**config.mk**
```make
export PLATFORM = sky130hd
export DESIGN_NAME = imem_loader
export DESIGN_NICKNAME = d
export VERILOG_FILES = /design/src/rtl/imem_loader_pkg.sv /design/src/rtl/imem_loader_word_assembler.sv /design/src/rtl/imem_loader.sv
export SDC_FILE = /design/constraint.sdc
export NUM_CORES = 1
export LEC_CHECK = 0
export CAP_MARGIN = 5
export CORE_MARGIN = 1.5
export CORE_UTILIZATION = 50
export DETAILED_ROUTE_END_ITERATION = 7
export DONT_BUFFER_PORTS = 1
export PLACE_DENSITY = 0.66
export SYNTH_ARGS = -nofsm -noshare
export SYNTH_HDL_FRONTEND = slang
export SYNTH_SLANG_ARGS = --single-unit
```
**constraint.sdc**
```tcl
create_clock -name clk -period 5.26 [get_ports clk]
set_input_delay 0.526 -clock clk [delete_from_list [all_inputs] [get_ports clk]]
set_output_delay 0.526 -clock clk [all_outputs]
set_load 0.05 [all_outputs]
```
**src/rtl/imem_loader_pkg.sv**
```systemverilog
// imem_loader_pkg
// Shared constants for the instruction-memory loader:
//   - FSM state encoding (plain localparams so older tools can consume them)
//   - err_code values reported on the loader's err_code port
//   - default frame start marker
package imem_loader_pkg;

    localparam logic [2:0] ST_IDLE   = 3'd0;
    localparam logic [2:0] ST_CNT_LO = 3'd1;
    localparam logic [2:0] ST_CNT_HI = 3'd2;
    localparam logic [2:0] ST_DATA   = 3'd3;
    localparam logic [2:0] ST_CSUM   = 3'd4;
    localparam logic [2:0] ST_DONE   = 3'd5;
    localparam logic [2:0] ST_ERR    = 3'd6;

    localparam logic [1:0] ERR_NONE    = 2'd0;
    localparam logic [1:0] ERR_CSUM    = 2'd1;
    localparam logic [1:0] ERR_OVF     = 2'd2;
    localparam logic [1:0] ERR_TIMEOUT = 2'd3;

    localparam logic [7:0] DEF_SYNC_BYTE = 8'hA5;

endpackage

```
**src/rtl/imem_loader_word_assembler.sv**
```systemverilog
// imem_loader_word_assembler
// Packs a byte stream into little-endian 32-bit words (first byte -> bits 7:0).
// Ports:
//   clk, reset      clock, asynchronous active-low reset
//   clear           restart at byte 0 of a word (start of a new frame)
//   byte_en         byte_in is taken this cycle
//   byte_in         incoming byte
//   word            assembled word (stable while word_valid is high)
//   word_valid      one-cycle pulse in the cycle after the 4th byte is taken
//   word_last       combinational: the byte taken this cycle completes a word
module imem_loader_word_assembler (
    input  logic        clk,
    input  logic        reset,
    input  logic        clear,
    input  logic        byte_en,
    input  logic [7:0]  byte_in,
    output logic [31:0] word,
    output logic        word_valid,
    output logic        word_last
);

    logic [1:0]  idx;
    logic [31:0] sr;

    assign word_last = byte_en && (idx == 2'd3);
    assign word      = sr;

    // Shifting right puts the first byte of a word into bits 7:0 after four bytes.
    always_ff @(posedge clk or negedge reset) begin
        if (!reset) begin
            idx        <= 2'd0;
            sr         <= 32'd0;
            word_valid <= 1'b0;
        end else if (clear) begin
            idx        <= 2'd0;
            word_valid <= 1'b0;
        end else begin
            word_valid <= word_last;
            if (byte_en) begin
                sr  <= {byte_in, sr[31:8]};
                idx <= idx + 2'd1;
            end
        end
    end

endmodule

```
**src/rtl/imem_loader.sv**
```systemverilog
// imem_loader
// Loads a framed program image into instruction memory and holds the core
// stopped until a frame with a correct XOR checksum has been written.
// Frame: SYNC_BYTE, COUNT_LO, COUNT_HI, 4*N payload bytes (LSB first), CSUM.
// Ports:
//   clk, reset            clock, asynchronous active-low reset
//   rx_data/valid/ready   byte stream; ready is always 1 (loader never stalls)
//   imem_we/addr/wdata    one-cycle word write to instruction memory
//   cpu_run               1 releases the core
//   done                  last frame loaded successfully
//   err_code              0 none, 1 checksum, 2 overflow, 3 timeout
//   dbg_state             current FSM state (imem_loader_pkg encoding)
// Build option: define LOADER_TIMEOUT_EN to enable the inter-byte timeout
// (TIMEOUT_CYC clk cycles without an accepted byte mid-frame -> err_code 3).
module imem_loader
    import imem_loader_pkg::*;
#(
    parameter int         ADDR_W      = 8,
    parameter logic [7:0] SYNC_BYTE   = DEF_SYNC_BYTE,
    parameter int         TIMEOUT_CYC = 1000
) (
    input  logic              clk,
    input  logic              reset,
    input  logic [7:0]        rx_data,
    input  logic              rx_valid,
    output logic              rx_ready,
    output logic              imem_we,
    output logic [ADDR_W-1:0] imem_addr,
    output logic [31:0]       imem_wdata,
    output logic              cpu_run,
    output logic              done,
    output logic [1:0]        err_code,
    output logic [2:0]        dbg_state
);

    // Valid/ready: a byte transfers on a rising edge where rx_valid && rx_ready.
    localparam logic [16:0] DEPTH = 17'd1 << ADDR_W;

    logic [2:0]  state;
    logic [7:0]  cnt_lo;
    logic [15:0] cnt;
    logic [16:0] widx;
    logic [7:0]  csum;
    logic        accept;
    logic        start;
    logic        data_byte;
    logic        word_last;
    logic        timeout;
    logic [16:0] n_hdr;

    assign rx_ready  = 1'b1;
    assign accept    = rx_valid && rx_ready;
    assign start     = accept && (rx_data == SYNC_BYTE) &&
                       (state == ST_IDLE || state == ST_DONE || state == ST_ERR);
    assign data_byte = accept && (state == ST_DATA);
    assign n_hdr     = {1'b0, rx_data, cnt_lo};
    assign dbg_state = state;

    imem_loader_word_assembler u_asm (
        .clk        (clk),
        .reset      (reset),
        .clear      (start),
        .byte_en    (data_byte),
        .byte_in    (rx_data),
        .word       (imem_wdata),
        .word_valid (imem_we),
        .word_last  (word_last)
    );

`ifdef LOADER_TIMEOUT_EN
    logic [31:0] tcnt;
    logic        active;

    assign active  = (state == ST_CNT_LO) || (state == ST_CNT_HI) ||
                     (state == ST_DATA)   || (state == ST_CSUM);
    // An accepted byte in the expiry cycle wins over the timeout.
    assign timeout = active && !accept && (tcnt == 32'(TIMEOUT_CYC - 1));

    always_ff @(posedge clk or negedge reset) begin
        if (!reset) begin
            tcnt <= 32'd0;
        end else if (accept || !active) begin
            tcnt <= 32'd0;
        end else begin
            tcnt <= tcnt + 32'd1;
        end
    end
`else
    logic unused_timeout_cyc;
    assign unused_timeout_cyc = ^TIMEOUT_CYC;
    assign timeout = 1'b0;
`endif

    always_ff @(posedge clk or negedge reset) begin
        if (!reset) begin
            state     <= ST_IDLE;
            cnt_lo    <= 8'd0;
            cnt       <= 16'd0;
            widx      <= 17'd0;
            csum      <= 8'd0;
            imem_addr <= '0;
            cpu_run   <= 1'b0;
            done      <= 1'b0;
            err_code  <= ERR_NONE;
        end else begin
            if (start) begin
                state    <= ST_CNT_LO;
                cpu_run  <= 1'b0;
                done     <= 1'b0;
                err_code <= ERR_NONE;
                csum     <= 8'd0;
                widx     <= 17'd0;
            end
            case (state)
                ST_CNT_LO: if (accept) begin
                    cnt_lo <= rx_data;
                    state  <= ST_CNT_HI;
                end
                ST_CNT_HI: if (accept) begin
                    cnt <= {rx_data, cnt_lo};
                    if (n_hdr > DEPTH) begin
                        state    <= ST_ERR;
                        err_code <= ERR_OVF;
                    end else if (n_hdr == 17'd0) begin
                        state <= ST_CSUM;
                    end else begin
                        state <= ST_DATA;
                    end
                end
                ST_DATA: if (accept) begin
                    csum <= csum ^ rx_data;
                    // Address is latched now so it lines up with the write pulse next cycle.
                    if (word_last) begin
                        imem_addr <= widx[ADDR_W-1:0];
                        widx      <= widx + 17'd1;
                        if (widx + 17'd1 == {1'b0, cnt}) begin
                            state <= ST_CSUM;
                        end
                    end
                end
                ST_CSUM: if (accept) begin
                    if (rx_data == csum) begin
                        state   <= ST_DONE;
                        done    <= 1'b1;
                        cpu_run <= 1'b1;
                    end else begin
                        state    <= ST_ERR;
                        err_code <= ERR_CSUM;
                    end
                end
                ST_IDLE, ST_DONE, ST_ERR: ;
                default: state <= ST_IDLE;
            endcase
            if (timeout) begin
                state    <= ST_ERR;
                err_code <= ERR_TIMEOUT;
            end
        end
    end

endmodule
```
* After elaboration in Yosys (flattened, before gate mapping)
Index checks and enable logic that the tools add are counted.
Cells by class: add/subtract/negate cells 2, order comparisons 1, reduce and logical (&&, ||, !) cells 14, bitwise operators 2, equality and inequality tests 10, muxes and demuxes 35, multipliers 0, shifts and indexed selects 0, div/mod/pow operators 0
Operators by type and width (number):
- 17-bit two-way mux | 4
- 3-bit two-way mux | 9
- 8-bit two-way mux | 3
- 17-bit by 1-bit adder with 17-bit output, second input constant | 1
- 17-bit by 16-bit == test with 1-bit output | 1
- 17-bit logical NOT | 1
- 16-bit by 9-bit greater-than comparator with 1-bit output, second input constant | 1
- 2-bit two-way mux | 8
- 3-bit case mux with 5 select lines | 1
- 3-bit == test, second input constant | 3
- 1-bit two-way mux | 9
- 8-bit == test | 1
- 8-bit == test, second input constant | 1
- 8-bit XOR | 1
- 3-bit by 2-bit == test with 1-bit output, second input constant | 2
- 2-bit AND reduction | 3
- 1-bit logical AND | 4
- 2-bit case mux with 2 select lines | 1
- 3-bit by 1-bit == test with 1-bit output, second input constant | 1
- 3-bit logical NOT | 1
- 3-bit AND reduction | 1
- 3-bit OR reduction | 1
- 2-bit by 1-bit adder with 2-bit output, second input constant | 1
- 2-bit == test, second input constant | 1
- 3 further kinds | 4
Storage, ports and cells: memories kept 0, memory bits (writable) 0, bits in read-only memories 0, bits of input ports 11, flip-flop bits (word level) 99, logic and storage cells 76, latch bits 0

* Logic depth before layout (Yosys ltp)
Gate-level depths: netlist of the first run.
depth in word-level cells 9, mapped depth 9

* Modules after synthesis
Synthesis of the first run repeated with hierarchy kept, for this count alone.
Unflattened totals: cell total of the unflattened synthesis 473, area total of the unflattened synthesis 5167.5 um2
Modules (own cells, without submodules):
- imem_loader | cells an instance 394, area an instance 3684.8 um2, times used 1
- imem_loader_word_assembler | cells an instance 79, area an instance 1482.7 um2, times used 1

* Least setup slack after synthesis of the first run
OpenSTA, ideal clock, no wires.
path type register to register, start register state[0] (netlist: dbg_state[0]), end register state[0] (netlist: dbg_state[0]), library setup time 0.143 ns, buffers on the path 2, slack 3.095 ns, arrival 2.022 ns, cell stages (with the launch flop) 9, path through dfrtp_1 -> buf_2 -> and4b_1 -> buf_4 -> nand2_2 -> nor4_1 -> o2111ai_1 -> nor4_2 -> a311oi_1
Between the ends: cells in the longest elaborated chain, start to end 9
RTL lines:
- start: declaration | line imem_loader.sv:39 | logic [2:0] state;
- start signal: assignment | line imem_loader.sv:96 | state <= ST_IDLE;
- start signal: assignment | line imem_loader.sv:107 | state <= ST_CNT_LO;
- start signal: assignment | line imem_loader.sv:117 | state <= ST_CNT_HI;
- 3-bit == test or 3-bit logical NOT (tied branches) | line imem_loader.sv:54, imem_loader.sv:114
- 1-bit logical OR (2 in a row) | line imem_loader.sv:54 | (state == ST_IDLE || state == ST_DONE || state == ST_ERR);
- 1-bit logical AND | line imem_loader.sv:53 | assign start = accept && (rx_data == SYNC_BYTE) &&
- 3-bit two-way mux | line imem_loader.sv:106 | if (start) begin
- 3-bit two-way mux | line imem_loader.sv:136 | if (widx + 17'd1 == {1'b0, cnt}) begin
- 3-bit two-way mux | line imem_loader.sv:133 | if (word_last) begin
- 3-bit two-way mux | line imem_loader.sv:130 | ST_DATA: if (accept) begin
- 3-bit case mux with 5 select lines (*) | line imem_loader.sv:114 | case (state)
Mark *: on every way between the ends. The rest lies on a longest branch, timed or not. A chain may end at the register's enable or synchronous reset.

* Worst setup path after layout of the first run
start register state[0] (netlist: dbg_state[0]), end register widx[14]
Between the ends: cells in the longest elaborated chain, start to end 8
RTL lines:
- 3-bit == test or 3-bit logical NOT (tied branches) | line imem_loader.sv:54
- 1-bit logical OR (2 in a row) | line imem_loader.sv:54
- 1-bit logical AND | line imem_loader.sv:53
- 17-bit two-way mux | line imem_loader.sv:106
- 17-bit two-way mux | line imem_loader.sv:133
- 17-bit two-way mux | line imem_loader.sv:130
- 17-bit two-way mux (*) | line imem_loader.sv:114
- end signal: assignment | line imem_loader.sv:135 | widx <= widx + 17'd1;
- end: declaration | line imem_loader.sv:42 | logic [16:0] widx;
Marks and branches as above.

==> results of run 1 <==
-- sequential cells by signal, indices dropped and copies added (netlist names) --
signal and count:
csum 8, widx 17, u_asm.idx 2, imem_addr 8
u_asm.word 32, cnt_lo 8, cnt 16, done 1
u_asm.word_valid 1, err_code 2, dbg_state 3, cpu_run 1
-- per-stage QoR --
step	instance area, µm²	std cells	utilization, %	setup slack, ns
floorplan	4860	516	-	3.10
global placement	4890	618	52.4	1.79
detailed placement	4890	618	52.4	1.65
CTS	5090	635	54.6	1.62
global route	5090	635	54.6	1.31
finish	5090	635	54.6	1.65
-- cells by family (layout without fill, tap and decap cells) --
family	Yosys count	count (layout)	share of synthesized area, %
and+or+nand+nor	247	247	23.4
DFF	99	99	51.0
AOI/OAI and AO/OA	74	74	9.48
buffers and inverters	35	25	3.53
xor gates and xnor gates	30	30	5.56
muxes	28	28	6.44
adders and majority gates	2	2	0.515
other	1	1	0.0772
-- worst max-delay path, stage by stage (launching register included) --
cell and delay (ns):
sky130_fd_sc_hd__dfrtp_1 0.73, sky130_fd_sc_hd__and4b_1 0.35, sky130_fd_sc_hd__buf_4 0.24, sky130_fd_sc_hd__nand2_2 0.49, sky130_fd_sc_hd__clkinv_1 0.55, sky130_fd_sc_hd__nor2_1 0.76, sky130_fd_sc_hd__o21ai_0 0.19, sky130_fd_sc_hd__a21bo_2 0.22
-- power breakdown --
group | internal [mW] | switching [mW]
registers | 0.992 | 0.646
logic | 0.305 | 0.287
clock network | 0.180 | 0.279
total | 1.48 | 1.21
-- timing repair --
item	in CTS	in global routing
hold endpoints to repair	99	0
hold buffers	1	0
setup endpoints to repair	0	0
-- final cells by class --
| type | count | area [µm²] |
|---|---|---|
| clock buffers | 9 | 124 |
| clock inverters | 7 | 56.3 |
| fillers | 868 | 4230 |
| inverters | 6 | 22.5 |
| multi-input cells | 382 | 2210 |
| flip-flops and latches | 99 | 2480 |
| well taps | 129 | 161 |
| repair buffers | 3 | 42.5 |
-- cell usage in the layout, fill, tap and decap left out, types with 3 or more instances in the layout --
| cell type | instances |
|---|---|
| sky130_fd_sc_hd__mux2_2 | 26 |
| sky130_fd_sc_hd__and2_1 | 3 |
| sky130_fd_sc_hd__nor2_1 | 33 |
| sky130_fd_sc_hd__nor3_1 | 5 |
| sky130_fd_sc_hd__nand3_1 | 7 |
| sky130_fd_sc_hd__clkbuf_8 | 9 |
| sky130_fd_sc_hd__a21oi_1 | 5 |
| sky130_fd_sc_hd__xor2_1 | 13 |
| sky130_fd_sc_hd__inv_6 | 3 |
| sky130_fd_sc_hd__inv_1 | 5 |
| sky130_fd_sc_hd__nor2b_1 | 6 |
| sky130_fd_sc_hd__o31ai_1 | 6 |
| sky130_fd_sc_hd__nand2_1 | 153 |
| sky130_fd_sc_hd__nor4_1 | 8 |
| sky130_fd_sc_hd__o21ai_0 | 40 |
| sky130_fd_sc_hd__dfrtp_1 | 99 |
| sky130_fd_sc_hd__and3_1 | 4 |
| sky130_fd_sc_hd__nand4_1 | 8 |
| sky130_fd_sc_hd__xnor2_1 | 16 |
-- path summary, 6_finish.rpt --
check                                  startpoint                         end  slack (ns)
min in group clk                       rx_data[0]  u_asm.word[24]$_DFFE_PN0P_        0.28
hold reg to reg                 csum[2]$_DFF_PN0_           csum[2]$_DFF_PN0_        0.51
setup reg to reg           dbg_state[0]$_DFF_PN0_          widx[14]$_DFF_PN0_        1.65
setup / recovery           dbg_state[0]$_DFF_PN0_          widx[14]$_DFF_PN0_        1.65
max in group asynchronous                   reset          cnt[2]$_DFFE_PN0P_        4.82
hold / removal                              reset   u_asm.word[6]$_DFFE_PN0P_        0.06
-- routing by layer --
| metal | track usage, % | up-vias | routed length [µm] |
|---|---|---|---|
| li1 | - | 1716 | - |
| met3 | 5.73 | 13 | 617 |
| met2 | 30.8 | 89 | 4370 |
| met5 | 0 | - | 0 |
| met4 | 6.84 | 0 | 155 |
| met1 | 31.4 | 1686 | 4950 |
==> results.md, run 1 <==
- The number of placement rows is 35.
- The post-cts gate resize count is 0.
- The headroom to the max-slew limit is 41.1%.
- The H-tree depth is 3.
- The die boundary width is 102 µm.
- The logic depth of the worst register-to-register path is 7.
- In this run the clock root is driven by a sky130_fd_sc_hd__clkbuf_8.
- After detailed routing, the number of remaining DRC violations is 0.
- The post-layout minimum cycle time is 3.61 ns.
- The static leakage is between 2 and 2.5 nW.
- The later-pin clock latency in the skew report is 0.37 ns.
- When the netlist entered floorplanning its net count stood at ~530.
- STA puts the critical path data required time at 5.57 ns.
- The count of nets left with antenna violations once routing finished came out at 0.
- The wire length of the first global-routing pass is 17,200 µm.
- Counting flops and latches in the post-synthesis netlist gives around 100.
- Across the VDD grid, the largest voltage drop is 0.475 mV.
- In the post-synthesis netlist, the cell with the most instances is sky130_fd_sc_hd__nand2_1.
- The flow ran to the end, and the final reports show no timing, DRC or antenna violations.
- The part of the cycle the worst path needs is 68.7%.
- Sorting the synthesized cells by area gives the leading types as sky130_fd_sc_hd__dfrtp_1 51%, sky130_fd_sc_hd__nand2_1 12%, sky130_fd_sc_hd__mux2_2 6.0%.
- The half-perimeter wire length after placement is 6850 µm.
- Counting the buffers created by CTS gives 9.
- Entering global routing, the biggest net connects 100 pins.
- Setup repair after global routing left no endpoint under its margin.
- The maximum clock frequency is 277 MHz.
- By count the netlist is led by 153 x sky130_fd_sc_hd__nand2_1, 99 x sky130_fd_sc_hd__dfrtp_1, 40 x sky130_fd_sc_hd__o21ai_0.
- The mapped netlist covers between 0.004 and 0.005 mm².
- The path class of the tightest hold or removal check is in -> async.
- The I/O pin total is 60.
- The initial antenna violation count is 0.
- After detailed routing, the average wire length per cell comes to 15.9 µm.
- The critical path is of the reg -> reg type.
- The total design power is 2.69 mW.
- The top cell type by area accounts for 51.0% of the synthesized area.
- The detailed router's first-iteration violation count is around 190.
- Global routing used between 20% and 30% of the available tracks across all layers.
- The repair_antennas step left the layout with diodes totalling 0.
- The die area is 0.0103 mm².
- The number of warnings reported in the yosys synthesis log is 0.
- The detailed-route vias per instance is 5.52.
- The post-CTS setup-driven buffer insertion count is 0.
- The count of final setup violators is 0.
- The maximum fanout along the worst path is 35.
- The endpoint type of the worst setup path is a flip-flop.
- The sink count of the clock tree is 99.
- At the worst endpoint, the arrival time is 3.92 ns.
- The clock transition at the register clock pins on the worst setup and hold paths after CTS is roughly 0.10 ns.
- The die extent in y is about 100 µm.
- The first detailed-routing pass took 4 iterations.
- The most used flip-flop cell after synthesis is sky130_fd_sc_hd__dfrtp_1.
- The number of buffer cells added on primary ports is 0.
- sky130_fd_sc_hd__dfrtp_1 takes more of the synthesized area than any other cell.
- TritonCTS built the clock tree.
- The buffer depth of the longest clock path is 2.
- The total power divided by cell area is 528 mW/mm².
- The number of pins with negative max-slew slack in the final report is 0.
- The slew of the pin with the lowest slew margin is 0.883 ns.
- The category of the worst setup path launch point is a flip-flop.
- The final weighted congestion in routability-driven placement is 0.876.
- The total routed wirelength is a little over 10,000 µm.
- In this run, distinct cell masters in the synthesized netlist total 58.
- The via count of the first global-routing pass was 3,392.
- For this run the aggregate overflow at the end of global routing stands at 0.
- The share of synthesized registers carrying an async set or reset is 100%.
- The total count of hold-check failures in the final report came to 0.
- The synthesized design contains 0 enable-type register cells.
- The sequential element share of the synthesized area is 51.0%.
- Averaged over all synthesized cells, the footprint is 9.42 µm².
- In the final timing run, aggregate negative setup slack is 0 ns.
- For this configuration, the core starts out at a cell density of 52.1%.
- The worst hold margin is 0.0646 ns.
- The reported max-cap violation count is 0.
- The clock skew is 0.0111 ns.
- Compared with the post-synthesis result, the final layout area differs by 4.84%.
- Cells with a size suffix above 1 make up 11.7% of the layout.
- The cell count after synthesis came out at about 520.
- The post-layout net count is 514.
- The core footprint is 0.00933 mm².
- The total via count after detailed routing is 3,504.
Power figures use the tool's default switching activity.
==> run 2: changes to the inputs <==
- clock period: 5.26 -> 3.7 ns (I/O delays scaled with it)
==> results.md, run 2 (synthesis results as in run 1) <==
- The launch point of the worst hold path is rx_data[2].
- The data arrival time of the critical path came to 2.73 ns (was 3.92 ns).
- The die boundary width came to 102 µm (unchanged).
- Status: finished clean (unchanged).
- The overall track demand over capacity in global routing is 21.5% (was 21.4%).
- The launch point of the worst path is widx[0]$_DFF_PN0_ (was dbg_state[0]$_DFF_PN0_).
- The starting utilization of the core area is 52.1% (unchanged).
- The reported max-cap violation count is 0 (unchanged).
- The final non-filler cell area is 0.00516 mm² (was 0.00509 mm²).
- The maximum clock frequency is 402 MHz (was 277 MHz).
- The headroom to the max-slew limit came to 36.7% (was 41.1%).
- The instance count after placement with tap cells included is 623 (was 618).
- The number of pins with negative max-slew slack in the final report is 0 (unchanged).
- The number of buffer cells added on primary ports was 0 (unchanged).
- The I/O pin total is 60 (unchanged).
- The total via count after detailed routing was 3,548 (was 3,504).
- The clock transition at the register clock pins on the worst setup and hold paths after CTS was 0.12 ns (was 0.10 ns).
- The number of clock buffers inserted by TritonCTS came to 9 (unchanged).
- The clock tree root buffer cell is sky130_fd_sc_hd__clkbuf_8 (unchanged).
- The post-layout minimum cycle time came to 2.48 ns (was 3.61 ns).
- The average routed wire per standard cell is 16.0 µm (was 15.9 µm).
- The static leakage came to 2.44 nW (was 2.41 nW).
- The source of the worst register-to-register timing path is widx[0]$_DFF_PN0_ (was dbg_state[0]$_DFF_PN0_).
- The layout cell share with drive strength beyond 1 is 12.5% (was 11.7%).
- The non-filler instance count after layout is 641 (was 635).
- The via count of the first global-routing pass is 3,372 (was 3,392).
- Unrepaired setup endpoints after global routing: false (unchanged).
- The core footprint came to 0.00933 mm² (unchanged).
- The most common library cell in the layout ignoring fill and taps is sky130_fd_sc_hd__nand2_1 (unchanged).
- The detailed-route vias per instance is 5.54 (was 5.52).
- The critical path start-end classification is reg -> reg (unchanged).
- The total routed wirelength is 10,300 µm (was 10,100 µm).
- The category of the worst setup path launch point was a flip-flop (unchanged).
- The residual antenna-violating net count after detailed routing came to 0 (unchanged).
- The total power divided by cell area is 758 mW/mm² (was 528 mW/mm²).
- The core utilization of the finished layout is 55.3% (was 54.6%).
- The first-pass iteration count of the detailed router came to 4 (unchanged).
- The least setup slack across all paths after layout is 1.22 ns (was 1.65 ns).
- The number of filler cells placed in the layout is 853 (was 868).
- The class of the most critical hold timing path is in -> reg (was in -> async).
- The number of placement rows is 35 (unchanged).
- The required arrival time at the worst endpoint came to 3.94 ns (was 5.57 ns).
- Highest-count cells in the layout ignoring fill and taps: 153 x sky130_fd_sc_hd__nand2_1, 99 x sky130_fd_sc_hd__dfrtp_1, 40 x sky130_fd_sc_hd__o21ai_0 (unchanged).
- The final weighted congestion in routability-driven placement was 0.868 (was 0.876).
- The die extent in y is 102 µm (unchanged).
- The endpoint type of the worst setup path is a flip-flop (unchanged).
- The area overhead of the layout relative to synthesis came to 6.23% (was 4.84%).
- The initial antenna violation count was 0 (unchanged).
- The wire length of the first global-routing pass came to 17,300 µm (was 17,200 µm).
- The post-cts gate resize count is 0 (unchanged).
- The buffer depth of the longest clock path is 2 (unchanged).
- The detailed router's first-iteration violation count came to 217 (was 194).
- The post-layout net count is 520 (was 514).
- The placed instance area was 0.00492 mm² (was 0.00489 mm²).
- The die area is 0.0103 mm² (unchanged).
- The H-tree depth is 3 (unchanged).
- The number of remaining DRC errors is 0 (unchanged).
- The clock skew is 0.0139 ns (was 0.0111 ns).
- The worst-case vdd ir drop is 0.383 mV (was 0.475 mV).
- The maximum number of pins on one net before global-route repair is 100 (unchanged).
- The half-perimeter wire length after placement was 6970 µm (was 6850 µm).
- The sum of overflow across all layers after global routing is 0 (unchanged).
- The count of final setup violators is 0 (unchanged).
- The part of the cycle the worst path needs is 67.2% (was 68.7%).
- The clock tree from TritonCTS is yes (unchanged).
- The later-pin clock latency in the skew report is 0.38 ns (was 0.37 ns).
- The total design power is 3.91 mW (was 2.69 mW).
- The slew of the pin with the lowest slew margin is 0.948 ns (was 0.883 ns).
- The count of inserted antenna diode cells was 0 (unchanged).
- The minimum setup slack after placement is 1.24 ns (was 1.65 ns).
- The total count of hold-check failures in the final report was 0 (unchanged).
- The worst hold margin is 0.113 ns (was 0.0646 ns).
- The sink count of the clock tree was 99 (unchanged).
- The final setup TNS is 0 ns (unchanged).
- The flip-flop count of the largest register, all copies and words added is 32 (unchanged).
- The maximum fanout along the worst path is 9 (was 35).
==> run 2: cell types whose count changed in the layout (fill, tap and decap cells not counted) <==
cell	before	now
sky130_fd_sc_hd__clkinv_4	1	2
sky130_fd_sc_hd__dlygate4sd3_1	0	1
sky130_fd_sc_hd__inv_6	3	1
sky130_fd_sc_hd__clkinv_2	2	0
sky130_fd_sc_hd__buf_4	2	7
sky130_fd_sc_hd__clkinv_8	0	1
sky130_fd_sc_hd__inv_8	1	3
==> run 2: power by group <==
part	internal (mW)	switching (mW)	leakage [nW]
clock network	0.269	0.424	0.103
registers	1.41	0.829	1.31
logic	0.456	0.523	1.04
==> run 2: final cells by class <==
cell class / instances / area (µm²) / share of cell area, %
tap: 129 / 161 / 3.13
clock buffer: 9 / 124 / 2.40
sequential: 99 / 2480 / 48.0
clock inverter: 7 / 76.3 / 1.48
inverter: 6 / 22.5 / 0.436
timing repair buffer: 9 / 90.1 / 1.75
multi-input combinational: 382 / 2210 / 42.8
==> run 2: worst max-delay path, stage by stage (launching register included) <==
cell	delay, ns
sky130_fd_sc_hd__dfrtp_1	0.49
sky130_fd_sc_hd__ha_1	0.31
sky130_fd_sc_hd__nand3_2	0.23
sky130_fd_sc_hd__or4_4	0.51
sky130_fd_sc_hd__xnor2_2	0.13
sky130_fd_sc_hd__nand4_1	0.12
sky130_fd_sc_hd__nor4_2	0.47
sky130_fd_sc_hd__a311oi_1	0.09
==> run 2: path summary, 6_finish.rpt <==
check / slack, ns / cells after the start / to
max: 1.22 / 7 / dbg_state[0]$_DFF_PN0_
min: 0.11 / 2 / u_asm.word[26]$_DFFE_PN0P_
max reg2reg: 1.22 / 7 / dbg_state[0]$_DFF_PN0_
min reg2reg: 0.51 / 1 / u_asm.idx[0]$_DFFE_PN0P_
max in group asynchronous: 2.75 / 2 / widx[12]$_DFF_PN0_
min in group asynchronous: 0.57 / 2 / u_asm.word[6]$_DFFE_PN0P_
==> run 2: per-layer routing <==
metal	share of wire (%)	up-vias	track usage (%)
met4	1.2	0	6.20
met1	47	1704	31.4
met3	7.0	13	5.04
met5	0	-	0
met2	44	101	32.2
li1	-	1730	-
==> run 2: timing repair <==
action,in CTS,in global routing
endpoints found under the hold margin,99,0
endpoints found under the setup margin,0,0
buffers inserted,0,0
hold buffers,2,0
==> run 3: changes to the inputs <==
- PLACE_DENSITY: 0.66 -> 0.69
- clock period: 3.7 -> 2.2 ns (I/O delays scaled with it)
==> results.md, run 3 (synthesis results as in run 1) <==
- The number of remaining DRC errors is 0 (unchanged).
- The endpoint type of the worst setup path is a flip-flop (unchanged).
- The instance count after placement with tap cells included is 646 (was 623).
- The die area is 0.0103 mm² (unchanged).
- The clock transition at the register clock pins on the worst setup and hold paths after CTS is 0.11 ns (was 0.12 ns).
- The buffer depth of the longest clock path is 2 (unchanged).
- The combined buffer and inverter count along the critical path is 1 (was 0).
- The data arrival time of the critical path is 2.31 ns (was 2.73 ns).
- The final weighted congestion in routability-driven placement is 0.914 (was 0.868).
- The post-layout net count is 553 (was 520).
- The total via count after detailed routing is 3,721 (was 3,548).
- The core footprint is 0.00933 mm² (unchanged).
- The share of power burned in combinational logic is 26.3% (was 25.0%).
- The residual antenna-violating net count after detailed routing is 0 (unchanged).
- The logic depth of the worst register-to-register path is 7 (unchanged).
- The maximum fanout along the worst path is 7 (was 9).
- The switching power share of the total is 45.0% (was 45.4%).
- The most common library cell in the layout ignoring fill and taps is sky130_fd_sc_hd__nand2_1 (unchanged).
- The number of filler cells placed in the layout is 826 (was 853).
- The part of the cycle the worst path needs is 94.6% (was 67.2%).
- The headroom to the max-slew limit is 63.2% (was 36.7%).
- The half-perimeter wire length after placement is 7480 µm (was 6970 µm).
- The slew of the pin with the lowest slew margin is 0.553 ns (was 0.948 ns).
- The count of final setup violators is 0 (unchanged).
- The average routed wire per standard cell is 16.3 µm (was 16.0 µm).
- The delay of the slowest critical-path stage came to 0.56 ns (was 0.51 ns).
- The proportion of power drawn by flip-flops and latches is 56.6% (was 57.3%).
- The number of placement rows is 35 (unchanged).
- Highest-count cells in the layout ignoring fill and taps: 153 x sky130_fd_sc_hd__nand2_1, 98 x sky130_fd_sc_hd__dfrtp_1, 40 x sky130_fd_sc_hd__o21ai_0 (was 153 x sky130_fd_sc_hd__nand2_1, 99 x sky130_fd_sc_hd__dfrtp_1, 40 x sky130_fd_sc_hd__o21ai_0).
- The category of the worst setup path launch point was a flip-flop (unchanged).
- Crit-path cells: nand4_4, or4_4, xnor2_2, nand4_1, nor4_2, buf_4, a311oi_1 (was ha_1, nand3_2, or4_4, xnor2_2, nand4_1, nor4_2, a311oi_1).
- Status: finished with violations (was finished clean).
- The post-CTS setup-driven buffer insertion count is 0 (unchanged).
- The total design power is 6.64 mW (was 3.91 mW).
- The final reports fail on negative hold slack.
- The later-pin clock latency in the skew report was 0.36 ns (was 0.38 ns).
- The starting utilization of the core area is 52.1% (unchanged).
- The share of total power in the clock network came to 17.1% (was 17.7%).
- The dominant delay contributor by cell family on the critical path is simple AND/OR/NAND/NOR gates (unchanged).
- The worst hold margin is -0.473 ns (was 0.113 ns).
- The final setup TNS is 0 ns (unchanged).
- The total count of hold-check failures in the final report is 99 (was 0).
- The I/O pin total was 60 (unchanged).
- The worst-case vdd ir drop was 0.851 mV (was 0.383 mV).
- The maximum clock frequency is 480 MHz (was 402 MHz).
- The total routed wirelength was 11,000 µm (was 10,300 µm).
- The first-pass iteration count of the detailed router is 4 (unchanged).
- The via count of the first global-routing pass is 3,683 (was 3,372).
- The overall track demand over capacity in global routing came to 22.6% (was 21.5%).
- The sink count of the clock tree is 99 (unchanged).
- The critical path start-end classification is reg -> reg (unchanged).
- The static leakage is 2.62 nW (was 2.44 nW).
- Unrepaired setup endpoints after global routing: false (unchanged).
- The area overhead of the layout relative to synthesis is 13.1% (was 6.23%).
- The clock tree root buffer cell was sky130_fd_sc_hd__clkbuf_8 (unchanged).
- The number of clock buffers inserted by TritonCTS is 9 (unchanged).
- The H-tree depth is 3 (unchanged).
- The number of pins with negative max-slew slack in the final report is 0 (unchanged).
- The worst reg2reg path endpoint is dbg_state[0]$_DFF_PN0_ (unchanged).
- The net switching component of the power is 2.99 mW (was 1.78 mW).
- The flip-flop count of the largest register, all copies and words added is 32 (unchanged).
- The number of buffer cells added on primary ports is 0 (unchanged).
- The layout cell share with drive strength beyond 1 is 17.6% (was 12.5%).
- The clock tree from TritonCTS is yes (unchanged).
- The detailed router's first-iteration violation count is 195 (was 217).
- The internal portion of total power came to 3.65 mW (was 2.14 mW).
- The clock skew is 0.0161 ns (was 0.0139 ns).
- The detailed-route vias per instance was 5.52 (was 5.54).
- The initial antenna violation count came to 0 (unchanged).
- The non-filler instance count after layout came to 674 (was 641).
- The sum of overflow across all layers after global routing is 0 (unchanged).
- The die boundary width was 102 µm (unchanged).
- The count of inserted antenna diode cells is 0 (unchanged).
- The maximum number of pins on one net before global-route repair is 100 (unchanged).
- The post-layout minimum cycle time is 2.08 ns (was 2.48 ns).
- The source of the worst register-to-register timing path is widx[10]$_DFF_PN0_ (was widx[0]$_DFF_PN0_).
- The die extent in y came to 102 µm (unchanged).
- The register-to-register setup slack is 0.12 ns (was 1.22 ns).
- The wire length of the first global-routing pass came to 18,200 µm (was 17,300 µm).
- The class of the most critical hold timing path is in -> async (was in -> reg).
- The slowest library cell on the worst path is sky130_fd_sc_hd__or4_4 (unchanged).
- The required arrival time at the worst endpoint is 2.43 ns (was 3.94 ns).
- The total power divided by cell area is 1210 mW/mm² (was 758 mW/mm²).
- The reported max-cap violation count is 0 (unchanged).
## run 3: power groups by stage
stage               logic (mW)  clock network [mW]  registers, mW
finish                    1.75                1.14           3.76
global route              1.96                1.26           3.84
global placement          1.64                   0           3.77
CTS                       1.73                1.15           3.76
detailed placement        1.72                   0           3.79
floorplan                 1.29                   0           3.73
## run 3: repair_timing
item                                   CTS  global route
endpoints found under the hold margin  106           105
setup endpoints to repair                0            13
resized for setup                        0            14
hold buffers                             7             5
## run 3: cell type report
type	instances	area [µm²]	share of cell area, %
clock inverters	7	68.8	1.25
flip-flops and latches	99	2480	45.1
multi-input cells	382	2280	41.5
repair buffers	42	358	6.51
clock buffers	9	124	2.25
well taps	129	161	2.94
inverters	6	22.5	0.410
## run 3: metrics by stage
step / area [µm²] / util (%) / worst slack (ns)
after floorplan: 4860 / - / 0.0350
after global placement: 5110 / 54.8 / 0.189
after detailed placement: 5110 / 54.8 / 0.125
after CTS: 5370 / 57.6 / 0.0846
after global routing: 5490 / 58.9 / 0.0237
final: 5490 / 58.9 / 0.119
## run 3: worst max path at each step
stage / startpoint / to / slack, ns / cells past startpoint
floorplan: dbg_state[0]$_DFF_PN0_ / dbg_state[0]$_DFF_PN0_ / 0.04 / 8
global placement: widx[0]$_DFF_PN0_ / dbg_state[1]$_DFF_PN0_ / 0.19 / 8
detailed placement: dbg_state[0]$_DFF_PN0_ / csum[3]$_DFF_PN0_ / 0.12 / 7
CTS: dbg_state[0]$_DFF_PN0_ / csum[1]$_DFF_PN0_ / 0.08 / 7
global route: widx[10]$_DFF_PN0_ / dbg_state[0]$_DFF_PN0_ / 0.02 / 7
finish: widx[10]$_DFF_PN0_ / dbg_state[0]$_DFF_PN0_ / 0.12 / 7
## run 3: layer usage
metal	track usage, %	vias to the layer above	wire (µm)
li1	-	1800	-
met1	31.2	1816	5100
met2	36.1	90	5200
met3	4.55	15	521
met4	6.73	0	144
met5	0	-	0
